### src/rtl/dp_alarm_pkg.sv
// Shared types and default timing constants for the detect-alarm path.
package dp_alarm_pkg;

  typedef enum logic [1:0] {
    IDLE    = 2'd0,
    BEEP    = 2'd1,
    HOLDOFF = 2'd2
  } alarm_state_t;

  // Defaults for a 50 MHz clock
  localparam int DEF_TONE_HALF      = 6250;      // 4 kHz tone
  localparam int DEF_BEEP_CYCLES    = 50000000;  // 1 s of tone
  localparam int DEF_HOLDOFF_CYCLES = 25000000;  // 0.5 s refractory
  localparam int DEF_LED_STRETCH    = 5000000;   // 100 ms LED pulse

  // Counter width for a 0..n-1 counter, never narrower than one bit
  function automatic int cnt_w(input int n);
    return (n > 1) ? $clog2(n) : 1;
  endfunction

endpackage

### src/rtl/pulse_stretch.sv
// Stretches a single-cycle trigger into a registered pulse of at least LEN
// cycles; a retrigger while lit restarts the count.
module pulse_stretch
  import dp_alarm_pkg::*;
#(
  parameter int LEN = DEF_LED_STRETCH
) (
  input  logic clk,
  input  logic reset,
  input  logic trig,
  output logic out
);

  localparam int CW = cnt_w(LEN);
  localparam logic [CW-1:0] RELOAD = CW'(LEN - 1);

  logic [CW-1:0] cnt;

  // Reload on trigger, otherwise count down; the output stays high through
  // the cycle in which the counter reaches zero, giving LEN cycles in total
  always_ff @(posedge clk) begin
    if (reset) begin
      cnt <= '0;
      out <= 1'b0;
    end else if (trig) begin
      cnt <= RELOAD;
      out <= 1'b1;
    end else begin
      if (cnt != '0) cnt <= cnt - CW'(1);
      out <= (cnt != '0);
    end
  end

endmodule

### src/rtl/detect_alarm.sv
// Confirms a word detection after HITS consecutive positive frames, gates a
// square-wave tone onto the piezo, then holds off further alarms for a while.
// Also stretches frame-positive and VAD indications for the board LEDs.
module detect_alarm
  import dp_alarm_pkg::*;
#(
  parameter int HITS           = 2,
  parameter int TONE_HALF      = DEF_TONE_HALF,
  parameter int BEEP_CYCLES    = DEF_BEEP_CYCLES,
  parameter int HOLDOFF_CYCLES = DEF_HOLDOFF_CYCLES,
  parameter int LED_STRETCH    = DEF_LED_STRETCH
) (
  input  logic       clk,
  input  logic       reset,
  input  logic       result_dv,
  input  logic       result,
  input  logic       vad_i,
  output logic       beep,
  output logic       led_detect,
  output logic       led_vad,
  output logic       alarm_busy,
  output logic [7:0] alarm_count
);

  localparam int TW = cnt_w(TONE_HALF);
  localparam int DW = cnt_w(BEEP_CYCLES);
  localparam int HW = cnt_w(HOLDOFF_CYCLES);

  localparam logic [TW-1:0] TONE_LAST = TW'(TONE_HALF - 1);
  localparam logic [DW-1:0] DUR_LAST  = DW'(BEEP_CYCLES - 1);
  localparam logic [HW-1:0] HOLD_LAST = HW'(HOLDOFF_CYCLES - 1);
  localparam logic [3:0]    HITS_V    = 4'(HITS);

  alarm_state_t  state;
  logic [3:0]    hit_cnt;
  logic [3:0]    hit_nxt;
  logic [TW-1:0] tone_cnt;
  logic [DW-1:0] dur_cnt;
  logic [HW-1:0] hold_cnt;

  assign hit_nxt = hit_cnt + 4'd1;

  // Alarm FSM with inline tone, duration and hold-off counters
  always_ff @(posedge clk) begin
    if (reset) begin
      state       <= IDLE;
      hit_cnt     <= '0;
      tone_cnt    <= '0;
      dur_cnt     <= '0;
      hold_cnt    <= '0;
      beep        <= 1'b0;
      alarm_busy  <= 1'b0;
      alarm_count <= '0;
    end else begin
      case (state)
        IDLE: begin
          if (result_dv) begin
            if (result) begin
              if (hit_nxt == HITS_V) begin
                state       <= BEEP;
                hit_cnt     <= '0;
                tone_cnt    <= '0;
                dur_cnt     <= '0;
                beep        <= 1'b1;
                alarm_busy  <= 1'b1;
                alarm_count <= alarm_count + 8'd1;
              end else begin
                hit_cnt <= hit_nxt;
              end
            end else begin
              hit_cnt <= '0;
            end
          end
        end

        BEEP: begin
          hit_cnt <= '0;
          if (tone_cnt == TONE_LAST) begin
            tone_cnt <= '0;
            beep     <= ~beep;
          end else begin
            tone_cnt <= tone_cnt + TW'(1);
          end
          // End of the tone window overrides the toggle above
          if (dur_cnt == DUR_LAST) begin
            state    <= HOLDOFF;
            dur_cnt  <= '0;
            hold_cnt <= '0;
            beep     <= 1'b0;
          end else begin
            dur_cnt <= dur_cnt + DW'(1);
          end
        end

        HOLDOFF: begin
          beep    <= 1'b0;
          hit_cnt <= '0;
          if (hold_cnt == HOLD_LAST) begin
            state      <= IDLE;
            hold_cnt   <= '0;
            alarm_busy <= 1'b0;
          end else begin
            hold_cnt <= hold_cnt + HW'(1);
          end
        end

        default: begin
          state      <= IDLE;
          beep       <= 1'b0;
          alarm_busy <= 1'b0;
        end
      endcase
    end
  end

  // Registered VAD copy for the LED pin
  always_ff @(posedge clk) begin
    if (reset) led_vad <= 1'b0;
    else       led_vad <= vad_i;
  end

  pulse_stretch #(
    .LEN (LED_STRETCH)
  ) u_led_stretch (
    .clk   (clk),
    .reset (reset),
    .trig  (result_dv & result),
    .out   (led_detect)
  );

endmodule

### config.mk
export PLATFORM = sky130hd
export DESIGN_NAME = detect_alarm
export DESIGN_NICKNAME = d
export VERILOG_FILES = /design/src/rtl/dp_alarm_pkg.sv /design/src/rtl/pulse_stretch.sv /design/src/rtl/detect_alarm.sv
export SDC_FILE = /design/constraint.sdc
export NUM_CORES = 1
export LEC_CHECK = 0
export BUFFER_PORTS_ARGS = -buffer_cell sky130_fd_sc_hd__clkbuf_2
export CAP_MARGIN = 20
export CORE_MARGIN = 10
export CORE_UTILIZATION = 55
export CTS_CLUSTER_DIAMETER = 120
export DETAILED_ROUTE_END_ITERATION = 6
export HOLD_SLACK_MARGIN = 0.15
export MAX_ROUTING_LAYER = met4
export PLACE_DENSITY = 0.72
export SLEW_MARGIN = 5
export SYNTH_ARGS = -nofsm -noshare
export SYNTH_HDL_FRONTEND = slang
export SYNTH_SLANG_ARGS = --single-unit
### constraint.sdc
create_clock -name clk -period 5 [get_ports clk]
set_input_delay 1 -clock clk [delete_from_list [all_inputs] [get_ports clk]]
set_output_delay 1 -clock clk [all_outputs]
set_load 0.02 [all_outputs]
## Yosys cells after proc, flatten, opt, wreduce, memory -nomap -nowiden

Cells that the tools add are included.
Widths: inputs -> output; s select.

| storage, ports and cells | value |
|---|---|
| register bits | 105 |
| input port bits | 5 |
| output and inout port bits | 12 |

| cells by class | value |
|---|---|
| add/subtract/negate cells | 6 |
| eq/ne operators | 12 |
| multiplexer cells | 34 |
| bitwise operators | 3 |
| reductions and logical operators | 15 |

Operators by type and width:

| kind | count |
|---|---|
| $mux 26 | 4 |
| $mux 13 | 4 |
| $pmux 26 s2 | 1 |
| $mux 25 | 2 |
| $pmux 25 s2 | 1 |
| $mux 23 | 2 |
| $add 26x1->26 const B | 1 |
| $eq 26x26->1 const B | 1 |
| $pmux 13 s2 | 1 |
| $add 25x1->25 const B | 1 |
| $eq 25x25->1 const B | 1 |
| $reduce_bool 23->1 | 1 |
| $sub 23x1->23 const B | 1 |
| $add 13x1->13 const B | 1 |
| $eq 13x13->1 const B | 1 |
| $mux 4 | 3 |
| $reduce_and 4->1 | 3 |
| $mux 2 | 5 |
| $ne 2x2->1 const B | 5 |
| $reduce_and 5->1 | 2 |
| $add 8x1->8 const B | 1 |
| $pmux 4 s2 | 1 |
| $reduce_bool 2->1 | 4 |
| $mux 1 | 7 |
| other kinds (13) | 16 |

## Logic depth before layout (Yosys ltp)

Gate-level depths: netlist of the first run.

| logic depth | value |
|---|---|
| depth in word-level cells | 6 |
| depth in mapped cells | 10 |

## Modules after synthesis

Synthesis of the first run repeated with hierarchy kept, for this count alone.

| unflattened totals | value |
|---|---|
| cell total of the unflattened synthesis | 660 |
| area total of the unflattened synthesis | 5580.4 um2 |

Modules (own cells, without submodules):

| module | instances | cells an instance | area an instance (um2) | sequential area each (um2) |
|---|---|---|---|---|
| detect_alarm | 1 | 491 | 4152.7 | 1621.6 |
| pulse_stretch | 1 | 169 | 1427.6 | 480.5 |

## Worst setup path before layout of the first run

Ideal clock, no wire load.

| timing | value |
|---|---|
| path kind | input -> register |
| start point | in result |
| end point | reg alarm_count[7] |
| library setup time | 0.070 ns |
| data arrival time | 2.352 ns |
| data required time | 4.930 ns |
| path slack | 2.578 ns |
| cell stages on the path | 7 |
| path buffers | 1 |
| cell sequence | and2_1 -> nand2_1 -> nor4_4 -> buf_4 -> nand2_1 -> or4_1 -> a21oi_1 |

| on the way | value |
|---|---|
| cells in the longest elaborated chain, start to end | 1 |

Ends and longest elaborated chain:

| item | line | text |
|---|---|---|
| start: declaration | detect_alarm.sv:16 | `input logic result,` |
| $reduce_and 4->1 (no source line) | n/a |  |
| end signal: assignment | detect_alarm.sv:66 | `alarm_count <= alarm_count + 8'd1;` |
| end: declaration | detect_alarm.sv:22 | `output logic [7:0] alarm_count` |

Every way passes these cells.
A chain may end at the register's enable or synchronous reset.

## Worst setup path in the final report of the first run

| timing | value |
|---|---|
| start point | in result_dv |
| end point | reg dur_cnt[5] |

| on the way | value |
|---|---|
| cells in the longest elaborated chain, start to end | 2 |

Ends and longest elaborated chain:

| item | line | text |
|---|---|---|
| start: declaration | detect_alarm.sv:15 | `input logic result_dv,` |
| $ne 2x2->1 (no source line) | n/a |  |
| $reduce_and 4->1 (no source line) | n/a |  |
| end signal: assignment | detect_alarm.sv:91 | `dur_cnt <= dur_cnt + DW'(1);` |
| end: declaration | detect_alarm.sv:38 | `logic [DW-1:0] dur_cnt;` |

Every way passes these cells.

==> results of run 1 <==
synthesized netlist by cell type (3+ instances only):
cell	number
a21o_1	3
and4_1	12
nand3_1	25
nand2_1	29
inv_1	11
and2_1	8
nor2_1	91
and3_1	14
dfxtp_1	105
xnor2_1	15
nor3b_1	4
nor4_1	6
a31oi_1	3
o31ai_1	4
buf_2	8
nor4bb_1	3
mux2i_1	4
nand4_1	18
o2111ai_1	16
or4_1	5
a21oi_1	31
o211ai_1	6
nor3_1	9
ha_1	12
nand2b_1	3
clkbuf_1	16
o21ai_0	22
or3_1	13
xor2_1	58
worst paths after layout:
path | end | start | slack (ns) | cells after the start
max reg2reg | dur_cnt[5] | hit_cnt[0] | 2.23 | 8
max | dur_cnt[5] | result_dv | 2.13 | 8
min reg2reg | hold_cnt[1] | hold_cnt[1] | 0.48 | 2
min | hold_cnt[1] | hold_cnt[1] | 0.48 | 2
sequential cells by signal (all words and copies together) (netlist names):
register           cells
alarm_busy             1
alarm_count            8
u_led_stretch.cnt     23
state                  2
beep                   1
hold_cnt              25
led_vad                1
dur_cnt               26
tone_cnt              13
u_led_stretch.out      1
hit_cnt                4
per-stage QoR:
stage / std cells / hold WS [ns] / total power (µW)
after global routing: 726 / 0.516 / 1830
after floorplan: 591 / 0.444 / 1120
final: 726 / 0.479 / 1740
after CTS: 726 / 0.484 / 1760
after detailed placement: 711 / 0.469 / 1170
after global placement: 711 / 0.453 / 1160
worst max-delay path, delay by kind of cell:
family | cells | cell delay [ns]
AND/OR/NAND/NOR | 5 | 0.89
buffers and inverters | 2 | 0.50
AO/OA/AOI/OAI | 1 | 0.67
cells by family after synthesis:
family          after synthesis
compound gates               99
xor+xnor                     73
fa+ha+maj                    12
buf+inv                      38
flops                       105
mux                           4
simple gates                260
routing by layer:
metal,global-route usage (%),wire [µm],vias to the layer above
li1,-,-,2117
met1,19.9,4950,1972
met2,24.2,4600,52
met3,2.24,330,4
met4,5.93,67,0
met5,-,0,-
cell type report:
| type | count | area (µm²) | area share (%) |
|---|---|---|---|
| Timing Repair Buffer | 18 | 95.1 | 1.71 |
| Sequential cell | 105 | 2100 | 37.8 |
| Clock inverter | 4 | 76.3 | 1.37 |
| Clock buffer | 11 | 151 | 2.72 |
| Multi-Input combinational cell | 448 | 2930 | 52.7 |
| Inverter | 11 | 41.3 | 0.743 |
| Tap cell | 129 | 161 | 2.90 |
power by group through the flow:
stage	registers [µW]	clock network [µW]	logic (µW)
5_1_grt	910	640	279
3_3_place_gp	922	0	242
6_report	904	590	246
2_1_floorplan	921	0	196
3_5_place_dp	923	0	246
4_1_cts	904	610	248
==> results.sh, run 1 <==
export IMPL_drv_slew=0
export IMPL_clockBufferDepth=2
export IMPL_cp_start_kind="input port"
export IMPL_synth_compound_area_share_pct=12.7
export IMPL_synth_top_cell_area_share_pct=40.5
export IMPL_place_congestion=0.874
export IMPL_grt_max_degree=41
export IMPL_yosysTopAreaCell="dfxtp_1"
export IMPL_fin_crit_sh_pct=57.4
export IMPL_nFillCells=816
export IMPL_path_max_fanout=40
export IMPL_grt_antenna_before_repair=0
export IMPL_dr_pass1_iters=4
export IMPL_sequentialPowerShare_pct=52.0
export IMPL_placed_cell_area_mm2=0.00533
export IMPL_path_class="in -> reg"
export IMPL_fin_util_pct=60.2
export IMPL_avgSynthCellArea_um2=8.79
export IMPL_grt_pass1_vias=3866
export IMPL_setup_viol=0
export IMPL_worstPathArrival_ns=3.08
export IMPL_cts_tree="done"
export IMPL_combinationalPowerShare_pct=14.1
export IMPL_ant_nets=0
export IMPL_cts_buffers=9
export IMPL_synth_async_reset_ratio_pct=0
export IMPL_ys_ff_latch=105
export IMPL_routedWlPerCell_um=13.7
export IMPL_ys_seq_area_share_pct=40.5
export IMPL_drt_total_wl_um=9950
export IMPL_netSwitchingPower_uw=469
export IMPL_pre_cts_ws_ns=1.77
export IMPL_overflow=0
export IMPL_path_cells="clkbuf_2 -> and2_1 -> nand2_1 -> nor4_4 -> buf_4 -> or2_1 -> a21o_1 -> nor2_1"
export IMPL_finalSetupTns_ns=0
export IMPL_syn_to_final_growth_pct=7.01
export IMPL_drv_cap=0
export IMPL_cp_slowest_cell="a21o_1"
export IMPL_initial_utilization_pct=56.2
export IMPL_finalHoldViolations=0
export IMPL_power_density_mw_per_mm2=313
export IMPL_synth_top_family_by_area="simple AND/OR/NAND/NOR gates"
export IMPL_post_drt_via_cell_ratio=5.71
export IMPL_ys_flop_type="dfxtp_1"
export IMPL_dieArea_mm2=0.0137
export IMPL_synthSimpleGateAreaFrac_pct=27.7
export IMPL_coreArea_mm2=0.00924
export IMPL_run_status="complete, no violations"
export IMPL_die_y_um=117
export IMPL_layout_common_cells="dfxtp_1 (105), nor2_1 (90), xor2_1 (58)"
export IMPL_path_clk_slew_ns=0.09
export IMPL_cts_resized=0
export IMPL_die_w_um=117
export IMPL_p_sw_share_pct=26.9
export IMPL_timing_fmax_ghz=0.348
export IMPL_cp_data_required_time_ns=5.21
export IMPL_antenna_cells=0
export IMPL_synth_nets=608
export IMPL_setup_slack_ns=2.13
export IMPL_num_rows=35
export IMPL_grtUsageTotal_pct=15.5
export IMPL_clock_sinks=105
export IMPL_grt_first_pass_wirelength_um=17300
export IMPL_stdcell_area_mm2=0.00556
export IMPL_synthAdderAreaFrac_pct=2.89
export IMPL_drive_gt1_share_pct=8.54
export IMPL_syn_area_mm2=0.00519
export IMPL_yosys_top_cells_area="dfxtp_1 (40%), xor2_1 (9.8%), nor2_1 (6.6%), a21oi_1 (3.0%), ha_1 (2.9%)"
export IMPL_clk_latency_ns=0.36
export IMPL_clockRootBuffer="clkbuf_8"
export IMPL_layout_commonest_cell="dfxtp_1"
export IMPL_period_needed_ns=2.87
export IMPL_post_cts_setup_buffer_count=0
export IMPL_min_path_type="reg -> reg"
export IMPL_rsz0062_at_grt="false"
export IMPL_dp_hpwl_um=6710
export IMPL_io_pins=17
export IMPL_nets=610
export IMPL_vias=4145
export IMPL_portBuffers=16
export IMPL_synthDistinctLibCells=58
export IMPL_cts_max_level=3
export IMPL_worst_pin_slew_ns=0.784
export IMPL_synth_xor_area_share_pct=12.3
export IMPL_cpPeakStageDelay_ns=0.67
export IMPL_slew_headroom_pct=47.3
export IMPL_fin_worst_skew_ns=0.0150
export IMPL_drc=0
export IMPL_first_iter_violations=406
export IMPL_synthMuxAreaShare_pct=0.771
export IMPL_cts_hold_fix_buffers=0
export IMPL_internal_power_uw=1270
export IMPL_cp_end_kind="flop"
export IMPL_synth_warning_count=0
export IMPL_p_clk_share_pct=33.9
export IMPL_leakage_uw=0.00199
export IMPL_peakVddDrop_mv=0.178
export IMPL_synthCells=591
export IMPL_synth_edf_count=0
(Power assumes the default switching activity.)
==> inputs of run 2 (changes only) <==
Settings changed: PLACE_DENSITY 0.72 to 0.75.
Clock period 5 ns to 2.63 ns, I/O delays scaled along.
==> run 2 against run 1 <==
Critical path depth unchanged. Global-route usage up 1.0 points. Worst hold slack worse by 0.12 ns. Design area up 2.4%. Non-clock buffer count up 15. Largest cell class unchanged.
==> results.sh, run 2 (synthesis results as in run 1) <==
export IMPL_run_status="complete, no violations"
export IMPL_cp_end_kind="flop"
export IMPL_cp_start_kind="flop"
export IMPL_cts_resized=0
export IMPL_finalHoldViolations=0
export IMPL_power_density_mw_per_mm2=604
export IMPL_overflow=0
export IMPL_fin_crit_sh_pct=89.1
export IMPL_placed_cell_area_mm2=0.00544
export IMPL_p_total_uw=3440
export IMPL_path_clk_slew_ns=0.10
export IMPL_layout_commonest_cell="dfxtp_1"
export IMPL_reg2reg_to="dur_cnt[18]"
export IMPL_leakage_uw=0.00208
export IMPL_cts_tree="done"
export IMPL_initial_utilization_pct=56.2
export IMPL_drc=0
export IMPL_fin_util_pct=61.6
export IMPL_nFillCells=784
export IMPL_path_class="reg -> reg"
export IMPL_layout_common_cells="dfxtp_1 (105), nor2_1 (90), xor2_1 (58)"
export IMPL_first_iter_violations=311
export IMPL_clockRootBuffer="clkbuf_8"
export IMPL_hold_path_end="led_vad"
export IMPL_grt_first_pass_wirelength_um=18400
export IMPL_finalSetupTns_ns=0
export IMPL_drv_cap=0
export IMPL_clock_sinks=105
export IMPL_drt_total_wl_um=10300
export IMPL_dp_cells=726
export IMPL_drive_gt1_share_pct=10.9
export IMPL_slew_headroom_pct=48.5
export IMPL_largest_register_ff_count=26
export IMPL_min_path_type="in -> reg"
export IMPL_vias=4204
export IMPL_dieArea_mm2=0.0137
export IMPL_num_rows=35
export IMPL_cts_buffers=9
export IMPL_portBuffers=16
export IMPL_cp_slowest_cell="dfxtp_1"
export IMPL_reg2reg_from="hit_cnt[0]"
export IMPL_post_cts_setup_buffer_count=0
export IMPL_cts_max_level=3
export IMPL_post_drt_via_cell_ratio=5.67
export IMPL_r2r_cells=8
export IMPL_hp_start="vad_i"
export IMPL_fin_worst_skew_ns=0.0149
export IMPL_cpPeakStageDelay_ns=0.37
export IMPL_stdcell_area_mm2=0.00569
export IMPL_clk_latency_ns=0.38
export IMPL_dr_pass1_iters=4
export IMPL_worstPathArrival_ns=2.63
export IMPL_io_pins=17
export IMPL_period_needed_ns=2.34
export IMPL_grt_pass1_vias=4164
export IMPL_top_register="dur_cnt"
export IMPL_rsz0062_at_grt="false"
export IMPL_antenna_cells=0
export IMPL_drv_slew=0
export IMPL_die_w_um=117
export IMPL_grt_antenna_before_repair=0
export IMPL_path_max_fanout=16
export IMPL_cts_hold_fix_buffers=0
export IMPL_holdPathStages=2
export IMPL_syn_to_final_growth_pct=9.56
export IMPL_ant_nets=0
export IMPL_r2r_slack_ns=0.29
export IMPL_peakVddDrop_mv=0.357
export IMPL_path_cells="ha_1 -> nor2_1 -> a211oi_2 -> nor4_4 -> buf_4 -> o2111ai_1 -> or3_1 -> a21oi_1"
export IMPL_place_congestion=0.859
export IMPL_dp_hpwl_um=7270
export IMPL_grt_max_degree=26
export IMPL_grtUsageTotal_pct=16.5
export IMPL_timing_fmax_ghz=0.427
export IMPL_coreArea_mm2=0.00924
export IMPL_clockBufferDepth=2
export IMPL_die_y_um=117
export IMPL_worst_pin_slew_ns=0.773
export IMPL_stdcell_count=742
export IMPL_routedWlPerCell_um=13.9
export IMPL_nets=625
export IMPL_largest_registers="dur_cnt: 26 flops, hold_cnt: 25 flops, u_led_stretch.cnt: 23 flops"
export IMPL_setup_viol=0
export IMPL_cp_data_required_time_ns=2.92
run 2: area by class of cell:
class | count | area [µm²] | share of cell area [%]
clock buffers | 9 | 124 | 2.18
clock inverters | 7 | 124 | 2.18
inverters | 11 | 41.3 | 0.725
multi-input cells | 448 | 2930 | 51.5
flip-flops and latches | 105 | 2100 | 36.9
well taps | 129 | 161 | 2.84
repair buffers | 33 | 208 | 3.65
run 2: power breakdown:
part / switching [µW] / internal [µW] / total, µW
Sequential: 68.0 / 1650 / 1720
Combinational: 296 / 211 / 506
Clock: 574 / 640 / 1210
Total: 937 / 2500 / 3440
run 2: how the worst max path moves through the flow:
stage	start	endpoint	slack, ns	depth (start not counted)
floorplan	hit_cnt[0]	dur_cnt[24]	0.60	9
global placement	result_dv	dur_cnt[24]	0.39	8
detailed placement	u_led_stretch.cnt[18]	u_led_stretch.cnt[8]	0.29	6
CTS	hit_cnt[0]	dur_cnt[18]	0.28	8
global route	hit_cnt[0]	dur_cnt[14]	0.05	7
finish	hit_cnt[0]	dur_cnt[18]	0.29	8
run 2: metrics by stage:
stage          setup slack [ns]  hold WS, ns
2_1_floorplan             0.598        0.444
3_3_place_gp              0.391        0.455
3_5_place_dp              0.291        0.467
4_1_cts                   0.278        0.352
5_1_grt                  0.0488        0.380
6_report                  0.287        0.361
run 2: routing by layer:
metal,up-vias,GRT usage (%),routed length (µm)
met5,-,-,0
met4,0,6.51,206
met3,19,3.31,364
met2,63,27.5,4920
met1,1975,19.3,4810
li1,2147,-,-
run 2: critical path: cells and delay by family, from the launching register on:
family,cells,cell delay [ns]
adders and majority gates,1,0.27
DFF,1,0.37
buffers and inverters,1,0.27
and+or+nand+nor,3,0.86
AOI/OAI and AO/OA,3,0.47
==> inputs of run 3 (changes only) <==
Settings changed: CORE_MARGIN 10 to 1, SYNTH_HIERARCHICAL set to 1.
==> run 3 against run 2 <==
Worst setup slack lost 0.11 ns. Clock power decreased by 23%. Die area is 23% lower. Count of clock-buffer cells in the layout did not move. Design area grew 5.4%. Register-to-register slack got worse by 0.11 ns. First-iteration DRC count down 48%. Synthesized cell count up 12%. Sequential power rose by 3%. Routed wire length rose by 17%. Clock skew down 0.00075 ns. Critical path depth fell by 2.
==> results.sh, run 3 <==
export IMPL_synth_edf_count=0
export IMPL_synth_top_cell_area_share_pct=37.7
export IMPL_cts_max_level=3
export IMPL_place_congestion=0.833
export IMPL_first_iter_violations=163
export IMPL_holdWs_ns=0.433
export IMPL_grt_max_degree=26
export IMPL_dp_hpwl_um=8500
export IMPL_power_density_mw_per_mm2=591
export IMPL_reg2reg_from="dur_cnt[10]"
export IMPL_path_clk_slew_ns=0.10
export IMPL_fin_worst_skew_ns=0.0141
export IMPL_hold_path_end="led_vad"
export IMPL_clock_sinks=105
export IMPL_yosysTopAreaCell="dfxtp_1"
export IMPL_dr_pass1_iters=4
export IMPL_period_needed_ns=2.45
export IMPL_synth_async_reset_ratio_pct=0
export IMPL_synthCells=660
export IMPL_path_class="reg -> reg"
export IMPL_cts_buffers=9
export IMPL_synthDistinctLibCells=65
export IMPL_synth_commonest_cells="dfxtp_1 (105), nor2_1 (94), xnor2_1 (44), a21oi_1 (43), nand2_1 (41)"
export IMPL_syn_to_final_growth_pct=7.47
export IMPL_drc=0
export IMPL_stdcell_count=812
export IMPL_ys_ff_latch=105
export IMPL_syn_area_mm2=0.00558
export IMPL_leakage_uw=0.00196
export IMPL_clockRootBuffer="clkbuf_8"
export IMPL_coreArea_mm2=0.00982
export IMPL_antenna_cells=0
export IMPL_die_y_um=103
export IMPL_r2r_slack_ns=0.18
export IMPL_routedWlPerCell_um=14.8
export IMPL_ys_seq_area_share_pct=37.7
export IMPL_p_total_uw=3540
export IMPL_initial_utilization_pct=56.8
export IMPL_cp_data_required_time_ns=2.87
export IMPL_grt_first_pass_wirelength_um=20600
export IMPL_largest_registers="dur_cnt: 26 flops, hold_cnt: 25 flops, u_led_stretch/cnt: 23 flops"
export IMPL_hp_start="vad_i"
export IMPL_drt_total_wl_um=12000
export IMPL_layout_common_cells="dfxtp_1 (105), nor2_1 (93), xnor2_1 (44)"
export IMPL_dp_cells=797
export IMPL_worstPathArrival_ns=2.69
export IMPL_path_cells="or4b_4 -> nor4_4 -> a31oi_4 -> nor4b_1 -> xnor2_1 -> nor2_1"
export IMPL_avgSynthCellArea_um2=8.46
export IMPL_grt_antenna_before_repair=0
export IMPL_fin_crit_sh_pct=93.1
export IMPL_path_max_fanout=25
export IMPL_overflow=0
export IMPL_crit_buf_inv=0
export IMPL_portBuffers=16
export IMPL_cts_tree="done"
export IMPL_nFillCells=910
export IMPL_nets=693
export IMPL_synth_warning_count=6
export IMPL_clockBufferDepth=2
export IMPL_critPathTopFamily="simple AND/OR/NAND/NOR gates"
export IMPL_yosys_top_cells_area="dfxtp_1 (38%), xnor2_1 (6.9%), nor2_1 (6.3%), a21oi_1 (3.9%), ha_1 (2.9%)"
export IMPL_worst_pin_slew_ns=0.782
export IMPL_stdcell_area_mm2=0.00600
export IMPL_io_pins=17
export IMPL_holdPathStages=2
export IMPL_ant_nets=0
export IMPL_cpPeakStageDelay_ns=0.56
export IMPL_vias=4851
export IMPL_setup_viol=0
export IMPL_post_drt_via_cell_ratio=5.97
export IMPL_timing_fmax_ghz=0.408
export IMPL_die_w_um=103
export IMPL_grt_pass1_vias=4498
export IMPL_top_register="dur_cnt"
export IMPL_clk_latency_ns=0.36
export IMPL_peakVddDrop_mv=0.273
export IMPL_slew_headroom_pct=47.9
export IMPL_cp_end_kind="flop"
export IMPL_cp_start_kind="flop"
export IMPL_placed_cell_area_mm2=0.00582
export IMPL_finalHoldViolations=0
export IMPL_synth_nets=678
export IMPL_drv_slew=0
export IMPL_grtUsageTotal_pct=25.4
export IMPL_finalSetupTns_ns=0
export IMPL_rsz0062_at_grt="false"
export IMPL_drive_gt1_share_pct=11.3
export IMPL_drv_cap=0
export IMPL_num_rows=36
export IMPL_post_synth_top_count_cell="dfxtp_1"
export IMPL_ys_flop_type="dfxtp_1"
export IMPL_run_status="complete, no violations"
export IMPL_layout_commonest_cell="dfxtp_1"
export IMPL_r2r_cells=6
export IMPL_dieArea_mm2=0.0106
export IMPL_largest_register_ff_count=26
export IMPL_reg2reg_to="hold_cnt[9]"
export IMPL_cp_slowest_cell="or4b_4"
export IMPL_min_path_type="in -> reg"
export IMPL_cts_hold_fix_buffers=0
## run 3: cell count changes after synthesis, sizes merged, moves of 13 or more
cell and change:
nor3 +17, xor2 -44, o2111ai -13, nor4 +15, xnor2 +29
## run 3: repair_timing
item,4_1_cts,5_1_grt
endpoints found under the hold margin,0,0
endpoints found under the setup margin,0,3
buffers inserted,0,0
gates resized for setup,0,1
## run 3: power breakdown
part           internal (µW)  leakage, µW  switching [µW]
Sequential              1670     0.000851             103
Clock                    353    0.0000838             575
Combinational            316      0.00103             527
Total                   2340      0.00196            1200
## run 3: area by class of cell
cell class | instances | area, µm² | share of cell area, %
inverters | 15 | 56.3 | 0.939
clock inverters | 6 | 52.6 | 0.876
clock buffers | 9 | 124 | 2.07
flip-flops and latches | 105 | 2100 | 35.1
repair buffers | 36 | 230 | 3.84
well taps | 133 | 166 | 2.77
multi-input cells | 508 | 3270 | 54.5
## run 3: kinds of logic (layout without fill, tap and decap cells)
logic type      after synthesis  count (layout)  synth area share [%]
mux                           6               6                  1.08
buf+inv                      47              66                  3.86
flops                       105             105                  37.7
xor+xnor                     58              58                  9.10
compound gates              116             116                  13.3
fa+ha+maj                    13              13                  2.91
simple gates                315             315                  32.0
## run 3: how the worst max path moves through the flow
| stage | from | endpoint | slack [ns] | depth (start not counted) |
|---|---|---|---|---|
| after detailed placement | hit_cnt[0] | dur_cnt[14] | 0.21 | 9 |
| after global placement | dur_cnt[10] | hold_cnt[9] | 0.27 | 6 |
| after global routing | dur_cnt[10] | hold_cnt[9] | 0.04 | 6 |
| final | dur_cnt[10] | hold_cnt[9] | 0.18 | 6 |
| after CTS | dur_cnt[10] | hold_cnt[9] | 0.17 | 6 |
| after floorplan | state[0] | dur_cnt[0] | 0.46 | 10 |
## run 3: routing by layer
layer  vias to the layer above  GRT usage, %  part of all wire (%)
li1                       2420             -                     -
met1                      2326          31.3                    47
met2                        90          42.6                    49
met3                        15          3.86                   3.3
met4                         0          7.91                   1.5
met5                         -             -                     0
## run 3: metrics by stage
stage | utilization (%) | setup slack, ns
4_1_cts | 61.0 | 0.171
3_5_place_dp | 59.3 | 0.207
2_1_floorplan | - | 0.456
6_report | 61.1 | 0.181
5_1_grt | 61.1 | 0.0402
3_3_place_gp | 59.3 | 0.272
